==> config.mk <==
export PLATFORM = sky130hd
export DESIGN_NAME = ifetch_ctrl
export DESIGN_NICKNAME = d
export VERILOG_FILES = /design/src/rtl/ifetch_pkg.sv /design/src/rtl/ifetch_queue.sv /design/src/rtl/ifetch_ctrl.sv
export SDC_FILE = /design/constraint.sdc
export NUM_CORES = 1
export LEC_CHECK = 0
export ABC_AREA = 0
export BUFFER_PORTS_ARGS = -buffer_cell sky130_fd_sc_hd__buf_2
export CAP_MARGIN = 10
export CORE_UTILIZATION = 38
export DETAILED_ROUTE_END_ITERATION = 16
export GPL_ROUTABILITY_DRIVEN = 0
export PLACE_DENSITY = 0.64
export SYNTH_ARGS = -nofsm -noshare
export SYNTH_HDL_FRONTEND = slang
export SYNTH_HIERARCHICAL = 1
export SYNTH_SLANG_ARGS = --single-unit
==> constraint.sdc <==
create_clock -name clk_i -period 4.1 [get_ports clk_i]
set_input_delay 0.82 -clock clk_i [delete_from_list [all_inputs] [get_ports clk_i]]
set_output_delay 0.82 -clock clk_i [all_outputs]
set_load 0.01 [all_outputs]
==> src/rtl/ifetch_pkg.sv <==
// Shared types and constants for the instruction fetch sequencer.
// Contents: address/data widths, memory size, reset PC, FSM state enum,
// queue entry payload struct and the PC wrap/increment helpers.
package ifetch_pkg;

  localparam int unsigned PC_W        = 16;
  localparam int unsigned INSTR_W     = 16;
  localparam int unsigned MEM_WORDS   = 512;
  localparam int unsigned QUEUE_DEPTH = 2;
  localparam int unsigned CNT_W       = $clog2(QUEUE_DEPTH + 1);

  localparam logic [PC_W-1:0] RESET_PC = 16'h0000;

  typedef enum logic [1:0] {
    ST_BOOT = 2'd0,
    ST_RUN  = 2'd1,
    ST_HALT = 2'd2
  } state_e;

  typedef struct packed {
    logic [INSTR_W-1:0] instr;
    logic [PC_W-1:0]    pc;
  } q_entry_t;

  // MEM_WORDS is a power of two, so the modulo is a mask.
  function automatic logic [PC_W-1:0] pc_wrap(input logic [PC_W-1:0] pc);
    return pc & PC_W'(MEM_WORDS - 1);
  endfunction

  function automatic logic [PC_W-1:0] pc_incr(input logic [PC_W-1:0] pc);
    return (pc == PC_W'(MEM_WORDS - 1)) ? '0 : pc + PC_W'(1);
  endfunction

endpackage

==> src/rtl/ifetch_queue.sv <==
// Two-entry FIFO holding returned instructions; slot 0 is always the head so
// the outputs come straight from registers.
// Ports: clk_i, rst_ni, push_i/push_data_i (write), pop_i (read), flush_i
// (clear, wins over push/pop), head_o/head_valid_o (oldest entry), count_o.
module ifetch_queue
  import ifetch_pkg::*;
(
  input  logic             clk_i,
  input  logic             rst_ni,
  input  logic             push_i,
  input  q_entry_t         push_data_i,
  input  logic             pop_i,
  input  logic             flush_i,
  output q_entry_t         head_o,
  output logic             head_valid_o,
  output logic [CNT_W-1:0] count_o
);

  q_entry_t ent0_q, ent0_d, ent1_q, ent1_d;
  logic     v0_q, v0_d, v1_q, v1_d;

  // Next-state for the shift-style FIFO.
  always_comb begin
    ent0_d = ent0_q;
    ent1_d = ent1_q;
    v0_d   = v0_q;
    v1_d   = v1_q;
    if (flush_i) begin
      v0_d = 1'b0;
      v1_d = 1'b0;
    end else if (pop_i && push_i) begin
      if (v1_q) begin
        ent0_d = ent1_q;
        ent1_d = push_data_i;
      end else begin
        ent0_d = push_data_i;
      end
    end else if (pop_i) begin
      ent0_d = ent1_q;
      v0_d   = v1_q;
      v1_d   = 1'b0;
    end else if (push_i) begin
      if (!v0_q) begin
        ent0_d = push_data_i;
        v0_d   = 1'b1;
      end else begin
        ent1_d = push_data_i;
        v1_d   = 1'b1;
      end
    end
  end

  always_ff @(posedge clk_i or negedge rst_ni) begin
    if (!rst_ni) begin
      ent0_q <= '0;
      ent1_q <= '0;
      v0_q   <= 1'b0;
      v1_q   <= 1'b0;
    end else begin
      ent0_q <= ent0_d;
      ent1_q <= ent1_d;
      v0_q   <= v0_d;
      v1_q   <= v1_d;
    end
  end

  assign head_o       = ent0_q;
  assign head_valid_o = v0_q;
  assign count_o      = CNT_W'(v0_q) + CNT_W'(v1_q);

  // The issue rule in the controller must never let a push overflow.
  a_no_overflow : assert property (@(posedge clk_i) disable iff (!rst_ni)
    (push_i && !pop_i && !flush_i) |-> !v1_q);

endmodule

==> src/rtl/ifetch_ctrl.sv <==
// Fetch sequencer for a 512x16 synchronous-read instruction memory.
// Drives the fetch PC, tracks the single outstanding read, buffers returned
// words in ifetch_queue and hands them to decode over valid/ready.
// Ports: clk_i, rst_ni (async active-low), mem_pc_o/mem_instr_i (memory),
// redirect_i/redirect_pc_i (flush + restart), halt_i (stop issuing),
// instr_valid_o/instr_ready_i/instr_o/instr_pc_o (decode handshake).
// Optional: define IFETCH_PERF_EN to add perf_fetched_o (instructions popped)
// and perf_stall_o (RUN cycles with nothing valid), both saturating.
module ifetch_ctrl
  import ifetch_pkg::*;
(
  input  logic               clk_i,
  input  logic               rst_ni,
  output logic [PC_W-1:0]    mem_pc_o,
  input  logic [INSTR_W-1:0] mem_instr_i,
  input  logic               redirect_i,
  input  logic [PC_W-1:0]    redirect_pc_i,
  input  logic               halt_i,
  output logic               instr_valid_o,
  input  logic               instr_ready_i,
  output logic [INSTR_W-1:0] instr_o,
  output logic [PC_W-1:0]    instr_pc_o
`ifdef IFETCH_PERF_EN
  ,
  output logic [31:0]        perf_fetched_o,
  output logic [31:0]        perf_stall_o
`endif
);

  localparam int unsigned FILL_W = CNT_W + 1;

  state_e            state_q, state_d;
  logic [PC_W-1:0]   mem_pc_q, mem_pc_d;
  logic [PC_W-1:0]   req_pc_q, req_pc_d;
  logic              inflight_q, inflight_d;
  logic              pop, push, issue;
  logic [FILL_W-1:0] fill;
  logic [CNT_W-1:0]  q_count;
  logic              q_valid;
  q_entry_t          q_head, push_entry;

  assign pop  = q_valid & instr_ready_i;
  assign push = inflight_q & ~redirect_i;
  // Queue occupancy once this cycle's pop and return have landed.
  assign fill = FILL_W'(q_count) + FILL_W'(inflight_q) - FILL_W'(pop);

  assign push_entry.instr = mem_instr_i;
  assign push_entry.pc    = req_pc_q;

  // FSM next state plus issue/PC control; redirect overrides everything.
  always_comb begin
    state_d    = state_q;
    mem_pc_d   = mem_pc_q;
    req_pc_d   = req_pc_q;
    inflight_d = 1'b0;
    issue      = 1'b0;

    unique case (state_q)
      ST_BOOT: state_d = halt_i ? ST_HALT : ST_RUN;
      ST_RUN:  if (halt_i) state_d = ST_HALT;
      ST_HALT: if (!halt_i) state_d = ST_RUN;
      default: state_d = ST_BOOT;
    endcase

    if (redirect_i) begin
      mem_pc_d = pc_wrap(redirect_pc_i);
    end else begin
      issue = (state_q == ST_RUN) && !halt_i && (fill < FILL_W'(QUEUE_DEPTH));
      if (issue) begin
        inflight_d = 1'b1;
        req_pc_d   = mem_pc_q;
        mem_pc_d   = pc_incr(mem_pc_q);
      end
    end
  end

  always_ff @(posedge clk_i or negedge rst_ni) begin
    if (!rst_ni) begin
      state_q    <= ST_BOOT;
      mem_pc_q   <= RESET_PC;
      req_pc_q   <= '0;
      inflight_q <= 1'b0;
    end else begin
      state_q    <= state_d;
      mem_pc_q   <= mem_pc_d;
      req_pc_q   <= req_pc_d;
      inflight_q <= inflight_d;
    end
  end

  ifetch_queue u_queue (
    .clk_i        (clk_i),
    .rst_ni       (rst_ni),
    .push_i       (push),
    .push_data_i  (push_entry),
    .pop_i        (pop),
    .flush_i      (redirect_i),
    .head_o       (q_head),
    .head_valid_o (q_valid),
    .count_o      (q_count)
  );

  assign mem_pc_o      = mem_pc_q;
  assign instr_valid_o = q_valid;
  assign instr_o       = q_head.instr;
  assign instr_pc_o    = q_head.pc;

`ifdef IFETCH_PERF_EN
  logic [31:0] perf_fetched_q, perf_stall_q;

  // Saturating event counters.
  always_ff @(posedge clk_i or negedge rst_ni) begin
    if (!rst_ni) begin
      perf_fetched_q <= '0;
      perf_stall_q   <= '0;
    end else begin
      if (pop && (perf_fetched_q != 32'hFFFF_FFFF))
        perf_fetched_q <= perf_fetched_q + 32'd1;
      if (!q_valid && (state_q == ST_RUN) && (perf_stall_q != 32'hFFFF_FFFF))
        perf_stall_q <= perf_stall_q + 32'd1;
    end
  end

  assign perf_fetched_o = perf_fetched_q;
  assign perf_stall_o   = perf_stall_q;
`endif

endmodule
-- Word level (Yosys, flattened, before mapping)
Cells that the tools add are included.
- output and inout port bits: 49
- logic and storage cells: 72
- input port bits: 37
- bits in registers: 101
- $add $sub $neg: 4
- reduce and logical (&&, ||, !) cells: 17
- $lt $le $gt $ge: 1
- multiplexer cells: 28
- eq/ne operators: 9
- bitwise gates (word level): 3
- operators by type and width (kind ; count):
    $mux 32 ; 10
    $mux 16 ; 3
    $add 16x1->16 const B ; 1
    $eq 16x9->1 const B ; 1
    $mux 1 ; 11
    $reduce_bool 3->1 ; 3
    $mux 2 ; 3
    $ne 2x2->1 const B ; 3
    $pmux 2 s3 ; 1
    $reduce_and 2->1 ; 3
    $reduce_and 3->1 ; 2
    $reduce_bool 2->1 ; 3
    $reduce_and 5->1 ; 1
    $ne 2x1->1 const B ; 2
    $add 2x1->3 ; 1
    $logic_and 1x1->1 ; 3
    $lt 3x2->1 const B ; 1
    $ne 3x3->1 const B ; 1
    $sub 3x1->3 ; 1
    $add 1x1->2 ; 1
    $and 1x1->1 ; 2
    $eq 2x1->1 const B ; 1
    $eq 2x2->1 const B ; 1
    $logic_not 2->1 ; 1
    2 further kinds ; 2

-- Logic depth before layout (Yosys ltp)
Gate-level depths: netlist (run 1).
- word-level depth: 7
- gate-level depth with buffers: 11
- mapped depth without buffers: 9

-- Cells and area by module
Netlist (run 1), hierarchy kept.
- by module, submodules not included (module ; times used ; area each (um^2) ; seq. area each (um^2) ; cells an instance):
    ifetch_queue ; 1 ; 2836.5 ; 1651.6 ; 221
    ifetch_ctrl ; 1 ; 1826.8 ; 875.8 ; 173

-- Least setup slack after synthesis (run 1)
Ideal clock, no wire load.
- kind: input to register
- start point: in instr_ready_i
- end point: reg req_pc_q[10]
- stages: 9
- required time: 3.975 ns
- arrival: 3.206 ns
- path slack: 0.769 ns
- library setup time: 0.125 ns
- buffers on the path: 2
- cells stage by stage: and2_1 ha_1 nand2b_1 fa_1 nand4bb_1 clkbuf_1 nor3_2 buf_4 mux2_2
- word-level cells in the longest chain between the ends: 5
- RTL lines (what ; RTL line ; RTL):
    start: declaration ; ifetch_ctrl.sv:20 ; input logic instr_ready_i,
    $and 1x1->1 ; ifetch_ctrl.sv:42 ; assign pop = q_valid & instr_ready_i;
    $sub 3x1->3 ; ifetch_ctrl.sv:45 ; assign fill = FILL_W'(q_count) + FILL_W'(inflight_q) - FILL_W'(pop);
    $lt 3x2->1 ; ifetch_ctrl.sv:68 ; issue = (state_q == ST_RUN) && !halt_i && (fill < FILL_W'(QUEUE_DEPTH));
    $logic_and 1x1->1 ; ifetch_ctrl.sv:68 ;
    $reduce_and 2->1 (no line) ; - ;
    end signal: assignment ; ifetch_ctrl.sv:86 ; req_pc_q <= req_pc_d;
    end: declaration ; ifetch_ctrl.sv:34 ; logic [PC_W-1:0] req_pc_q, req_pc_d;
No other way between the ends.
A chain may end at the register's enable or synchronous reset.

-- Worst setup path after layout (run 1)
- start point: in instr_ready_i
- end point: reg mem_pc_q[7] (netlist: mem_pc_o[7])
- word-level cells in the longest chain between the ends: 5
- RTL lines (what ; RTL line ; RTL):
    $and 1x1->1 ; ifetch_ctrl.sv:42 ;
    net pop ; ifetch_ctrl.sv:36 ; logic pop, push, issue;
    $sub 3x1->3 ; ifetch_ctrl.sv:45 ;
    $lt 3x2->1 ; ifetch_ctrl.sv:68 ;
    $logic_and 1x1->1 ; ifetch_ctrl.sv:68 ;
    $reduce_bool 2->1 (no line) ; - ;
    end signal: assignment ; ifetch_ctrl.sv:85 ; mem_pc_q <= mem_pc_d;
    end: declaration ; ifetch_ctrl.sv:33 ; logic [PC_W-1:0] mem_pc_q, mem_pc_d;
The timed path passes the listed nets, and every way through them passes these cells.

==> summary.txt, run 1 <==
Outcome
  – Result of the run: complete, no violations

Floorplan
  – Number of top-level design ports: 86
  – Chip Height: 113 um
  – # rows: 40
  – Core outline area: 12,000 um2
  – Die area: 12,700 um2
  – Effective utilization at floorplan: 39.0%
  – DIE WIDTH: 113 um

Worst setup path
  – Reg2reg setup slack: 800 ps
  – Series of cell instances along the critical path: buf_2 -> and2_1 -> ha_1 -> nand2b_1 -> fa_1 -> nor4bb_1 -> nand2_1 -> or4b_2 -> a32oi_1
  – Cell with the largest stage delay on the worst path: or4b_2
  – Family of cells with the greatest summed delay on the critical path: simple AND/OR/NAND/NOR gates
  – CP endpoint kind: flip-flop
  – Launching element of the worst setup path: instr_ready_i
  – Worst stage delay on the critical path: 660 ps
  – Classification of the worst setup path: primary input to flip-flop
  – Crit Path Max Fanout: 7
  – Crit path buf inv count: 1
  – Reg-to-reg startpoint: u_queue/head_valid_o
  – Nature of the critical path startpoint: primary input
  – Required time at the worst-slack endpoint: around 4400 ps
  – CP arrival: roughly 3600 ps

Layout
  – Filler cell count: roughly 1,100
  – Most common cell after layout, fill and taps aside: dfrtp_1
  – Net total in the final layout: slightly above 500
  – Top library cells by usage in the layout, fill and taps aside: dfrtp_1, buf_2, nand2_1, mux2_2, mux2i_1
  – Area Overhead vs Synth: 16.3%
  – Fraction of final layout cells sized beyond drive strength 1: around 33%
  – N_diodes: 0

Pwr
  – Areal power density over the cells: 453 nW/um2
  – Fraction of power consumed by sequential logic: 49.7%
  – Combinational group share of total power: approximately 16%
  – Maximum vdd ir drop: 0.000176 V
  – Part of the power in the clock network: 34.5%
  – Switching share of total power: ~27%
  – Total net switching power: 660 uW
  – Lkg Pwr: ~0.0028 uW
  – Internal power component: about 1800 uW

Logic synthesis
  – Yosys synthesis warning count: 6
  – Dominant cell type by area after synthesis: dfrtp_1
  – Share of synthesized area occupied by flip-flops and latches: 54.2%
  – Cell types with the largest area share after synthesis: dfrtp_1, mux2_2, mux2i_1
  – Mapped Cells: about 400
  – Number of flops mapped to enable cells by yosys: 0
  – Commonest register cell after synthesis: dfrtp_1
  – Number of synthesized register bits: 101
  – Post-synth design cell area: approximately 4700 um2
  – Fraction of synthesis flops using an asynchronous set or reset pin: 100%
  – Count of unique library cells instantiated by Yosys: between 40 and 50
  – Mean Syn Cell Area: 11.8 um2
  – Share of Yosys cell area claimed by the top area cell type: between 50% and 60%
  – Synth Net Count: ~440

Clock network
  – Number of buffers between clock root and the deepest sink: 2
  – Clock tree from TritonCTS: yes
  – Number of hold-repair buffers added at the cts stage: 0
  – Clock sink count: about 100
  – Number of levels the H-tree was split into: 3
  – Clock transition at path regs: 60 ps
  – Clk Latency, worst-skew pair: 330 ps
  – Post-CTS setup buffers: 0
  – Cell at the root of the clock tree: clkbuf_16
  – Count of cells resized by post-cts repair: 0
  – TritonCTS buffer count: 9

Routing
  – Routed via count: 3,246
  – DRC violations left: 0
  – Total Routed Length: slightly above 9000 um
  – Post-detailed-route via-to-cell ratio: 5.24
  – Starting DRT DRC Count: around 160
  – Detailed-router iteration count before antenna repair: 4
  – Mean routed wirelength per cell: around 15 um
  – Number of nets with antenna violations after detailed routing: 0

Placed design
  – Worst slack after detailed placement: ~420 ps
  – Detailed placement HPWL: about 6300 um
  – Number of port buffers: between 70 and 80

Worst hold path
  – Startpoint of the tightest hold check path: u_queue/head_o[7]
  – Worst min-delay path category: flip-flop to flip-flop

STA
  – Rel. slew slack: between 40% and 50%
  – Setup total negative slack: 0 ps
  – Final count of hold timing violations: 0
  – Maximum achievable frequency: approximately 300 MHz
  – Shortest period the worst path allows: approximately 3400 ps
  – Count of final max-slew check failures: 0
  – Final number of setup-violating endpoints: 0
  – Final Worst Setup Slack: roughly 740 ps
  – Clock Skew: approximately 5.6 ps
  – Slew at the pin closest to its max-slew limit: 767 ps
  – Final worst-path cycle share: 81.9%
  – RSZ-0062 raised after global routing: false

Global route
  – Largest net degree at the start of global routing: 65
  – Residual overflow from global routing: 0
  – Overall global routing resource usage: roughly 16%
  – Antenna violations before repair: 0
  – First-pass GRT wire length: 15,800 um
  – Number of global-route vias before repair: slightly above 3,000

Run
  – Number of max-capacitance violations reported: 0
==> metal layers <==
metal | global-route usage (%) | part of all wire (%)
met1 | 22.5 | 50
met2 | 23.5 | 43
met3 | 2.79 | 5.2
met4 | 6.58 | 1.8
met5 | 0 | 0
==> per-stage QoR <==
step | util, % | total power (uW) | hold WS, ps | area, um2 | std cells
finish | 45.3 | 2460 | 474 | 5420 | 619
global route | 45.3 | 2600 | 493 | 5420 | 619
CTS | 45.3 | 2490 | 483 | 5420 | 619
detailed placement | 42.8 | 1630 | 468 | 5120 | 603
global placement | 42.8 | 1620 | 457 | 5120 | 603
floorplan | - | 1440 | 443 | 4660 | 394
==> flip-flops by register name (all words and copies together) (netlist names) <==
signal	cells
u_queue/ent1_q	32
u_queue/head_o	32
mem_pc_o	16
req_pc_q	16
state_q	2
inflight_q	1
u_queue/head_valid_o	1
u_queue/v1_q	1
==> worst paths after layout <==
path	endpoint	depth (start not counted)
min in group asynchronous	u_queue/head_o[30]	1
max in group asynchronous	u_queue/head_o[27]	2
worst max register to register	mem_pc_o[7]	8
worst min register to register	u_queue/head_o[7]	2
worst min-delay path	u_queue/head_o[7]	2
worst max-delay path	mem_pc_o[7]	9
==> synth_stat cells (all sizes together), types with 2 or more instances <==
cell type and n:
a32oi 3, nor3 7, o21ai 38, dfrtp 101
nand4 6, a31oi 9, xnor2 5, mux2i 34
nand2 51, nor2b 2, buf 16, or3 3
nor2 5, nand3 9, o211ai 3, inv 10
or4 3, o21bai 2, nand3b 3, ha 3
a21oi 6, clkbuf 7, or4b 2, mux2 48
nand2b 2, nor4 5
==> layout make-up <==
class | count | area [um2] | area share, %
repair buffers | 85 | 445 | 8.22
clock buffers | 11 | 243 | 4.48
multi-input cells | 260 | 1920 | 35.5
well taps | 147 | 184 | 3.39
inverters | 10 | 37.5 | 0.692
flip-flops and latches | 101 | 2530 | 46.6
clock inverters | 5 | 60.1 | 1.11
==> power groups by stage <==
stage / combinational, uW / sequential (uW) / clock [uW]
4_1_cts: 393 / 1220 / 878
6_report: 386 / 1220 / 848
2_1_floorplan: 173 / 1270 / 0
5_1_grt: 434 / 1240 / 925
3_3_place_gp: 385 / 1230 / 0
3_5_place_dp: 392 / 1240 / 0
==> kinds of logic after synthesis <==
group	after synthesis	share of synthesized area [%]
fa+ha+maj	4	1.23
flops	101	54.2
buf+inv	33	4.83
mux	82	19.0
compound gates	66	8.48
simple gates	102	11.2
xor+xnor	6	1.13
==> worst min-delay path, cell delays in order, from the launching register on <==
cell	delay, ps
dfrtp_1	340
nand2_1	40
o21ai_0	60
Note: power is estimated with default switching activity, not from simulation.
==> run 2, diff against run 1 <==
--- a/config.mk
+++ b/config.mk
@@ -11,7 +11,7 @@
 export CORE_UTILIZATION = 38
 export DETAILED_ROUTE_END_ITERATION = 16
 export GPL_ROUTABILITY_DRIVEN = 0
-export PLACE_DENSITY = 0.64
+export PLACE_DENSITY = 0.66
 export SYNTH_ARGS = -nofsm -noshare
 export SYNTH_HDL_FRONTEND = slang
 export SYNTH_HIERARCHICAL = 1
==> constraint.sdc (replaced) <==
create_clock -name clk_i -period 2.7 [get_ports clk_i]
set_input_delay 0.54 -clock clk_i [delete_from_list [all_inputs] [get_ports clk_i]]
set_output_delay 0.54 -clock clk_i [all_outputs]
set_load 0.01 [all_outputs]
==> summary.txt, run 2 (synthesized netlist as in run 1, its figures left out) <==
Outcome
  – Result of the run: finished, violations left
  – Failing checks: negative setup slack

Routing
  – Total Routed Length: between 9000 and 10,000 um
  – Post-detailed-route via-to-cell ratio: ~5.3
  – DRC violations left: 0
  – Starting DRT DRC Count: roughly 260
  – Detailed-router iteration count before antenna repair: 4
  – Routed via count: between 3,000 and 4,000
  – Number of nets with antenna violations after detailed routing: 0
  – Mean routed wirelength per cell: approximately 15 um

Layout
  – Final std cells w/o fill: between 600 and 700
  – Top library cells by usage in the layout, fill and taps aside: dfrtp_1, buf_2, nand2_1, mux2_2, mux2i_1
  – Register area: ~2500 um2
  – Area Overhead vs Synth: 22.4%
  – Filler cell count: about 1,100
  – Net total in the final layout: around 530
  – N_diodes: 0
  – Most common cell after layout, fill and taps aside: dfrtp_1
  – Fraction of final layout cells sized beyond drive strength 1: between 30% and 40%
  – Multi-input logic area: just over 2000 um2

Floorplan
  – DIE WIDTH: roughly 110 um
  – Core outline area: about 12,000 um2
  – Chip Height: 113 um
  – Number of top-level design ports: between 80 and 90
  – Effective utilization at floorplan: around two fifths
  – Die area: 12,700 um2
  – # rows: 40

Clock network
  – Clock sink count: between 100 and 150
  – TritonCTS buffer count: 9
  – Clock tree from TritonCTS: yes
  – Number of hold-repair buffers added at the cts stage: 0
  – Number of levels the H-tree was split into: 3
  – Number of buffers between clock root and the deepest sink: 2
  – Clock transition at path regs: around 70 ps
  – Clk Latency, worst-skew pair: approximately 340 ps
  – Cell at the root of the clock tree: clkbuf_16

Pwr
  – Lkg Pwr: around 0.0029 uW
  – Areal power density over the cells: around 640 nW/um2
  – Maximum vdd ir drop: ~0.00028 V

Global route
  – Antenna violations before repair: 0
  – Overall global routing resource usage: approximately 16%
  – Residual overflow from global routing: 0
  – First-pass GRT wire length: 16,400 um
  – Largest net degree at the start of global routing: between 50 and 60
  – Number of global-route vias before repair: between 3,000 and 4,000

STA
  – Final worst-path cycle share: 102%
  – Slew at the pin closest to its max-slew limit: around 600 ps
  – Final number of setup-violating endpoints: 10
  – Count of final max-slew check failures: 0
  – Setup total negative slack: -110 ps
  – Clock Skew: 4.22 ps
  – Shortest period the worst path allows: around 2800 ps
  – RSZ-0062 raised after global routing: true
  – Final Worst Setup Slack: -58.0 ps
  – Maximum achievable frequency: 363 MHz
  – Rel. slew slack: between 60 and 70%
  – Final count of hold timing violations: 0

Worst setup path
  – Classification of the worst setup path: flip-flop to flip-flop
  – Cell with the largest stage delay on the worst path: fa_2
  – Critical Path Most Common Cell: ha_4
  – CP arrival: about 3000 ps
  – CP endpoint kind: flip-flop
  – Worst stage delay on the critical path: 530 ps
  – Crit Path Max Fanout: 4
  – Crit path buf inv count: 1
  – Required time at the worst-slack endpoint: 2960 ps
  – Family of cells with the greatest summed delay on the critical path: adder cells
  – Series of cell instances along the critical path: ha_4 -> inv_2 -> ha_4 -> nand2b_4 -> fa_2 -> nor4bb_4 -> nand2_2 -> or4b_4 -> a32oi_2
  – Nature of the critical path startpoint: flip-flop
  – Reg2reg setup slack: -60 ps

Placed design
  – Number of port buffers: 78
  – Placed Cells: around 620
  – Detailed placement HPWL: roughly 6700 um

Run
  – Number of max-capacitance violations reported: 0

Worst hold path
  – Worst min-delay path category: primary input to asynchronous set/reset pin
## run 2: final cells by class
class                      count  area share [%]
inverter                      10           0.657
multi-input combinational    260            36.2
sequential                   101            44.3
tap                          147            3.22
clock buffer                  12            4.32
clock inverter                 4           0.416
timing repair buffer         102            10.9
## run 2: power breakdown
| group | switching [uW] | total (uW) | internal [uW] |
|---|---|---|---|
| clock | 533 | 1180 | 647 |
| combinational | 342 | 641 | 298 |
| sequential | 135 | 1850 | 1720 |
| total | 1010 | 3680 | 2660 |
## run 2: final timing paths
kind                       cells after the start            endpoint                 start
hold reg to reg                                2  u_queue/head_o[20]    u_queue/head_o[20]
setup reg to reg                               9         mem_pc_o[7]  u_queue/head_valid_o
setup / recovery                               9         mem_pc_o[7]  u_queue/head_valid_o
min in group clk_i                             3         mem_pc_o[3]      redirect_pc_i[3]
max in group asynchronous                      2  u_queue/head_o[27]                rst_ni
hold / removal                                 1  u_queue/head_o[17]                rst_ni
## run 2: per-layer routing
| layer | part of all wire [%] | vias up | routed length (um) | track usage [%] |
|---|---|---|---|---|
| met5 | 0 | - | 0 | 0 |
| met4 | 2.1 | 0 | 200 | 7.64 |
| met3 | 4.4 | 13 | 427 | 3.86 |
| met2 | 47 | 88 | 4550 | 25.9 |
| met1 | 47 | 1666 | 4510 | 21.7 |
| li1 | - | 1602 | - | - |
## run 2: repair_timing
action	4_1_cts	5_1_grt
gates resized for setup	3	15
pin swaps	5	6
setup buffers	2	2
cloned	0	0
setup endpoints to repair	20	29
## run 2: through the flow
step | area (um2) | power (uW) | util (%) | setup WS (ps) | hold WS (ps)
after floorplan | 4740 | 2200 | - | -124 | 244
after global placement | 5310 | 2480 | 44.4 | -131 | 458
after detailed placement | 5310 | 2500 | 44.4 | -164 | 469
after CTS | 5610 | 3690 | 46.9 | -18.7 | 217
after global routing | 5710 | 3890 | 47.7 | -149 | 244
final | 5710 | 3680 | 47.7 | -58.0 | 198
